==> src/rtl/crc_stage_sequencer.sv <==
// crc_stage_sequencer: ap_ctrl_hs sequencer for crc24a loop stages with per-stage watchdog; optional perf counters under SEQ_PERF_CNT_EN
module crc_stage_sequencer #(
  parameter int N_STAGES = 6,
  parameter int TIMEOUT_W = 16,
  parameter int CNT_W = 32,
  localparam int IW = $clog2(N_STAGES)
) (
  input  logic                 clock,
  input  logic                 reset,
  input  logic                 ap_start,
  output logic                 ap_ready,
  output logic                 ap_done,
  output logic                 ap_idle,
  input  logic [N_STAGES-1:0]  stage_mask,
  input  logic [TIMEOUT_W-1:0] timeout_limit,
  input  logic                 clear_err,
  output logic [N_STAGES-1:0]  stg_start,
  input  logic [N_STAGES-1:0]  stg_ready,
  input  logic [N_STAGES-1:0]  stg_done,
  output logic [IW-1:0]        cur_stage,
  output logic                 error,
  output logic [IW-1:0]        err_stage,
  input  logic [IW-1:0]        perf_sel,
  output logic [CNT_W-1:0]     perf_cycles
);
  typedef enum logic [1:0] {IDLE, RUN, DONE, ERR} state_t;
  state_t state, state_n;
  logic [N_STAGES-1:0] mask_q;
  logic [IW-1:0] idx, err_q, first_idx, next_idx;
  logic next_any, gap, rdy_q, active, done_hit, wd_hit, launch;
  logic [TIMEOUT_W-1:0] wd;
  assign launch = state == IDLE && ap_start;
  assign active = state == RUN && !gap;
  assign done_hit = active && stg_done[idx];
  assign wd_hit = active && !stg_done[idx] && timeout_limit != '0 && wd + TIMEOUT_W'(1) == timeout_limit;
  assign stg_start = (active && !rdy_q) ? N_STAGES'(1) << idx : '0;
  assign cur_stage = state == RUN ? idx : '0;
  assign ap_idle = state == IDLE;
  assign ap_done = state == DONE;
  assign ap_ready = state == DONE;
  assign error = state == ERR;
  assign err_stage = err_q;
  // lowest set bit of the incoming mask, and the next set bit above idx in the latched mask
  always_comb begin
    first_idx = '0;
    next_idx = '0;
    next_any = 1'b0;
    for (int i = N_STAGES - 1; i >= 0; i--) begin
      if (stage_mask[i]) first_idx = IW'(i);
      if (mask_q[i] && IW'(i) > idx) begin
        next_idx = IW'(i);
        next_any = 1'b1;
      end
    end
  end
  // state register
  always_ff @(posedge clock or posedge reset)
    if (reset) state <= IDLE;
    else state <= state_n;
  // next-state: completion wins over a watchdog hit in the same cycle
  always_comb begin
    state_n = state;
    case (state)
      IDLE: if (ap_start) state_n = |stage_mask ? RUN : DONE;
      RUN:  state_n = (done_hit && !next_any) ? DONE : (!done_hit && wd_hit) ? ERR : RUN;
      DONE: state_n = IDLE;
      ERR:  state_n = clear_err ? IDLE : ERR;
      default: state_n = IDLE;
    endcase
  end
  // stage index, inter-stage gap, ready capture, watchdog and error stage
  always_ff @(posedge clock or posedge reset)
    if (reset) begin
      mask_q <= '0;
      idx <= '0;
      gap <= 1'b0;
      rdy_q <= 1'b0;
      wd <= '0;
      err_q <= '0;
    end else begin
      if (launch) begin
        mask_q <= stage_mask;
        idx <= first_idx;
        gap <= 1'b0;
        rdy_q <= 1'b0;
        wd <= '0;
      end else if (done_hit) begin
        idx <= next_any ? next_idx : idx;
        gap <= 1'b1;
        rdy_q <= 1'b0;
        wd <= '0;
      end else if (state == RUN && gap) begin
        gap <= 1'b0;
      end else if (active) begin
        wd <= wd + TIMEOUT_W'(1);
        if (stg_ready[idx]) rdy_q <= 1'b1;
        if (wd_hit) err_q <= idx;
      end
      if (state == ERR && clear_err) err_q <= '0;
    end
`ifdef SEQ_PERF_CNT_EN
  logic [CNT_W-1:0] cnt [N_STAGES];
  // saturating per-stage active-cycle counters, cleared on launch
  always_ff @(posedge clock or posedge reset)
    if (reset) begin
      for (int i = 0; i < N_STAGES; i++) cnt[i] <= '0;
    end else begin
      for (int i = 0; i < N_STAGES; i++)
        if (launch) cnt[i] <= '0;
        else if (active && idx == IW'(i) && cnt[i] != '1) cnt[i] <= cnt[i] + CNT_W'(1);
    end
  // registered readout; out-of-range selects read zero
  always_ff @(posedge clock or posedge reset)
    if (reset) perf_cycles <= '0;
    else perf_cycles <= 32'(perf_sel) < N_STAGES ? cnt[perf_sel] : '0;
`else
  logic unused_perf_sel;
  assign unused_perf_sel = ^perf_sel;
  assign perf_cycles = '0;
`endif
endmodule

==> config.mk <==
export PLATFORM = sky130hd
export DESIGN_NAME = crc_stage_sequencer
export DESIGN_NICKNAME = d
export VERILOG_FILES = /design/src/rtl/crc_stage_sequencer.sv
export SDC_FILE = /design/constraint.sdc
export NUM_CORES = 1
export LEC_CHECK = 0
export ABC_AREA = 1
export ABC_CLOCK_PERIOD_IN_PS = 2050
export BUFFER_PORTS_ARGS = -buffer_cell sky130_fd_sc_hd__clkbuf_2
export CAP_MARGIN = 0
export CORE_UTILIZATION = 40
export CTS_CLUSTER_DIAMETER = 150
export CTS_CLUSTER_SIZE = 12
export DETAILED_ROUTE_END_ITERATION = 8
export MAX_ROUTING_LAYER = met4
export PLACE_DENSITY = 0.66
export SLEW_MARGIN = 40
export SYNTH_ARGS = -nofsm -noshare
export SYNTH_HDL_FRONTEND = slang
export SYNTH_SLANG_ARGS = --single-unit
==> constraint.sdc <==
create_clock -name clock -period 2.05 [get_ports clock]
set_input_delay 0.1025 -clock clock [delete_from_list [all_inputs] [get_ports clock]]
set_output_delay 0.1025 -clock clock [all_outputs]
set_load 0.02 [all_outputs]
After elaboration in Yosys (flattened, before gate mapping)
Cells that the tools add are included.
{"block": "word_totals", "input_bits": 41, "ff_bits": 32}
{"block": "op_classes", "reduce_logical": 36, "order_cmp": 7, "add_sub_neg": 1, "n_mux": 51, "shift": 1, "eq_ne": 9}
{"op": "two-way mux 3 bit", "n": 22}
{"op": "two-way mux 16 bit", "n": 4}
{"op": "logical AND 1 bit", "n": 17}
{"op": "adder 16 x 1 -> 16 bit, second input constant", "n": 1}
{"op": "equality test 16 bit", "n": 1}
{"op": "two-way mux 1 bit", "n": 16}
{"op": "nonzero test 16 bit", "n": 1}
{"op": "two-way mux 2 bit", "n": 5}
{"op": "nonzero test 3 bit", "n": 3}
{"op": "case mux 2 bit (4 select lines)", "n": 1}
{"op": "nonzero test 2 bit", "n": 4}
{"op": "binary-select mux 1 bit (select 3 bit)", "n": 2}
{"op": "greater-than comparator 1 x 3 -> 1 bit, first input constant", "n": 2}
{"op": "greater-than comparator 2 x 3 -> 1 bit, first input constant", "n": 2}
{"op": "greater-than comparator 3 bit, first input constant", "n": 2}
{"op": "two-way mux 6 bit", "n": 1}
{"op": "inequality test 2 x 1 -> 1 bit, second input constant", "n": 3}
{"op": "OR reduction 6 bit", "n": 1}
{"op": "left shift 1 x 3 -> 6 bit, first input constant", "n": 1}
{"op": "logical NOT 1 bit", "n": 5}
{"op": "AND reduction 5 bit", "n": 1}
{"op": "equality test 2 bit, second input constant", "n": 2}
{"op": "< comparator 3 x 4 -> 1 bit, second input constant", "n": 1}
{"op": "AND reduction 2 bit", "n": 2}
{"op": "5 further kinds", "n": 5}

Longest topological paths before layout
{"block": "logic_depth", "ltp_word": 12, "ltp_mapped": 15}

Worst setup path after synthesis
Ideal clock, no wire load.
{"block": "synth_path", "path_type": "register to register", "start": "reg state[0]", "end": "reg wd[3]", "required_time_ns": 1.924, "slack_ns": 0.227, "path_stages_with_launch": 8, "setup_time_ns": 0.126, "t_arrival_ns": 1.697, "n_path_buf": 1, "path_cell_list": "dfrtp_1 -> nor2_1 -> inv_1 -> nor2_4 -> clkinv_1 -> nand2_1 -> buf_4 -> o22ai_1"}
{"block": "synth_via", "word_cells_on_any_way": 11, "classes_between": "2 x eq/ne; 2 x mux; 7 x reduce/logical"}
{"element": "start: declaration", "line_no": "27", "source": "state_t state, state_n;"}
{"element": "start signal: assignment", "line_no": "59", "source": "else state <= state_n;"}
{"element": "logical NOT 2 bit *"}
{"element": "via ap_idle", "line_no": "13", "source": "output logic ap_idle,"}
{"element": "logical AND 1 bit *", "line_no": "32", "source": "assign launch = state == IDLE && ap_start;"}
{"element": "inequality test 3 bit (no source line) or nonzero test 3 bit (tied branches)"}
{"element": "AND reduction 2 bit (no source line)"}
{"element": "end signal: assignment", "line_no": "95", "source": "wd <= wd + TIMEOUT_W'(1);"}
{"element": "end: declaration", "line_no": "31", "source": "logic [TIMEOUT_W-1:0] wd;"}
The timed path passes the listed nets; every way through them passes the cells marked *.
A chain may end at the register's enable or synchronous reset.

Worst setup path after layout
{"block": "layout_path", "start": "reg wd[1]", "end": "reg err_q[2] (netlist: err_stage[2])"}
{"block": "layout_via", "elab_chain_len": 5}
{"element": "adder 16 x 1 -> 16 bit", "line_no": "35", "source": "assign wd_hit = active && !stg_done[idx] && timeout_limit != '0 && wd + TIMEOUT_W'(1) == timeout_limit;"}
{"element": "equality test 16 bit", "line_no": "35"}
{"element": "logical AND 1 bit", "line_no": "35"}
{"element": "nonzero test 2 bit (no source line)"}
{"element": "AND reduction 5 bit (no source line)"}
{"element": "end signal: assignment", "line_no": "97", "source": "if (wd_hit) err_q <= idx;"}
{"element": "end: declaration", "line_no": "29", "source": "logic [IW-1:0] idx, err_q, first_idx, next_idx;"}
Every way passes these cells.

==> run summary <==
Post-Synthesis Cell Area: 2620 um^2
Detail Route Antenna Nets: 0
maximum VDD drop: 0.625 mV
io pins: 89
Synth cell types: 30
Worst-path clk slew: 70 ps
CP Data Arrival Time: 2110 ps
Final Skew: 7.78 ps
CTS tree: yes
Crit Path Max Fanout: 5
crit path launch type: flip-flop
critical setup path kind: reg -> reg
Worst Path Required: 2280 ps
total CTS buffers: 5
Slew Viols, Final: 0
FF-to-FF path depth: 13
WHS Path Cells: 3
count leader, synth: nand2_1
cell count after synthesis: 408
Final period util: 0.917
1st-iter DRT viols: 158
PortBufs: 53
TritonCTS Sinks: 31
std cell rows: 29
Yosys top cell by area: dfrtp_1
Worst Hold End: mask_q[4]
Reg-to-Reg End: err_stage[2]
Post-synth EDFFs: 0
antenna violations before repair: 0
sequential fraction of the synthesis area: 0.296
Die ar.: 6880 um^2
flop-to-flop setup slack: 170 ps
Hold Path Class: in -> reg
core area: 6350 um^2
dpl hpwl: 5090 um
fin area: 3050 um^2
root buf cell: clkbuf_8
Design Power: 3.10 mW
Tmin final: 1880 ps
final setup vio count: 0
DP Worst Slack: 97.0 ps
Final #Nets: 516
share of the synthesized area in the top cell type: 0.296
via-per-instance ratio: 4.89
power per standard cell area: 1020 nW/um^2
fraction of layout cells with a size suffix above 1: 0.223
Syn Area/Cell: 6.42 um^2
WL/cell: 11.9 um
All-Layer GR Usage: 0.210
drt first pass iters: 4
RR Startpoint: wd[1]
Hold Crit Start: stage_mask[4]
Yosys Warn Count: 0
global placer's final weighted congestion: 0.870
Sum Neg Setup Slack: 0 ps
fraction of registers with async set/reset: 1.00
Die X: 83.0 um
status: completed
final core occ: 0.480
Pleak: 1.63 nW
Skew-Pair Late Insertion Delay: 290 ps
Placement Cell Area: 2920 um^2
final setup margin: 170 ps
vias in the first global route: 2614
H-tree levels: 2
CTS max path bufs: 2
crit end category: flip-flop
drt drc: 0
largest net degree at the start of global routing: 32
WL final: 6560 um
Area growth, synth to finish: 16.4%
Initial Utilization: 0.413
unrepaired setup endpoints after global routing: true
Synth area leaders: dfrtp_1, nand2_1, buf_4
Die Y: 83.0 um
GRT overflow: 0
first-pass GRT wire length: 11500 um
Max-cap violations: 0
top cells by count, synth: nand2_1, inv_1, nand3_1
Final Hold Vio Count: 0
diode count: 0
Max Clk Rate: 532 MHz
FF+latch count, synth: 31
Vias: 2702
Synth Flop Type: dfrtp_1
-- cell type report --
cell class              instances  area (um^2)
well taps                      77         96.3
multi-input cells             309         1490
flip-flops and latches         31          778
fillers                       676         3300
clock buffers                   7         76.3
inverters                      62          233
clock inverters                 1         5.00
repair buffers                 65          370
-- registers in the layout, indices dropped and copies added (netlist names) --
name and cells:
state 2, mask_q 5, wd 16, rdy_q 1, err_stage 3, gap 1
idx 3
-- critical path: stages (launching register included) --
cell	delay, ps
dfrtp_1	400
buf_4	150
nand3_2	130
nor2_4	200
nand2_1	90
nand3_1	90
nand2_1	50
nor2_1	130
nand2_1	90
nor2_2	130
nand3_2	150
nand2_2	110
nand2_1	60
nand2_1	50
-- where the power goes --
| part | switching [mW] | internal [mW] | total, mW |
|---|---|---|---|
| sequential | 0.158 | 0.768 | 0.926 |
| clock | 0.246 | 0.238 | 0.484 |
| combinational | 1.09 | 0.603 | 1.69 |
-- cell families after synthesis --
family / Yosys count / synth area share
xor gates and xnor gates: 2 / 0.00668
buffers and inverters: 99 / 0.192
other: 1 / 0.00143
DFF: 31 / 0.296
and+or+nand+nor: 231 / 0.402
AOI/OAI and AO/OA: 43 / 0.0969
adders and majority gates: 1 / 0.00477
-- per-layer routing --
layer | track usage | vias up | part of all wire
li1 | - | 1388 | -
met1 | 0.257 | 1219 | 0.46
met2 | 0.344 | 88 | 0.48
met3 | 0.0487 | 7 | 0.055
met4 | 0.0643 | 0 | 0.012
met5 | - | - | 0
-- worst max-delay path by stage --
stage,from,to,slack [ps],cells after the start
after floorplan,state[0],wd[3],230,7
after CTS,wd[0],err_stage[2],80,13
after detailed placement,wd[0],err_stage[2],100,13
final,wd[1],err_stage[2],170,13
after global routing,wd[1],err_stage[2],-10,13
after global placement,wd[0],err_stage[2],160,13
-- what timing repair did --
item,CTS,global route
setup endpoints to repair,1,10
pin swaps,1,2
buffers inserted,1,0
endpoints found under the hold margin,31,0
resized for setup,0,10
hold buffers,1,0
-- stage by stage --
step	hold WS [ps]	std cells
6_report	71.2	552
5_1_grt	90.0	552
4_1_cts	60.0	552
3_5_place_dp	199	542
3_3_place_gp	201	542
2_1_floorplan	206	439
-- cell usage in the layout (no fill, tap or decap), types with 9 or more instances in the layout --
master      n
buf_4      10
clkbuf_2   53
conb_1     32
dfrtp_1    29
inv_1      56
nand2_1   103
nand2_2     9
nand3_1    46
nand4_1    13
nor2_1     39
o21ai_0    13
o22ai_1    13
(Power assumes the default switching activity.)
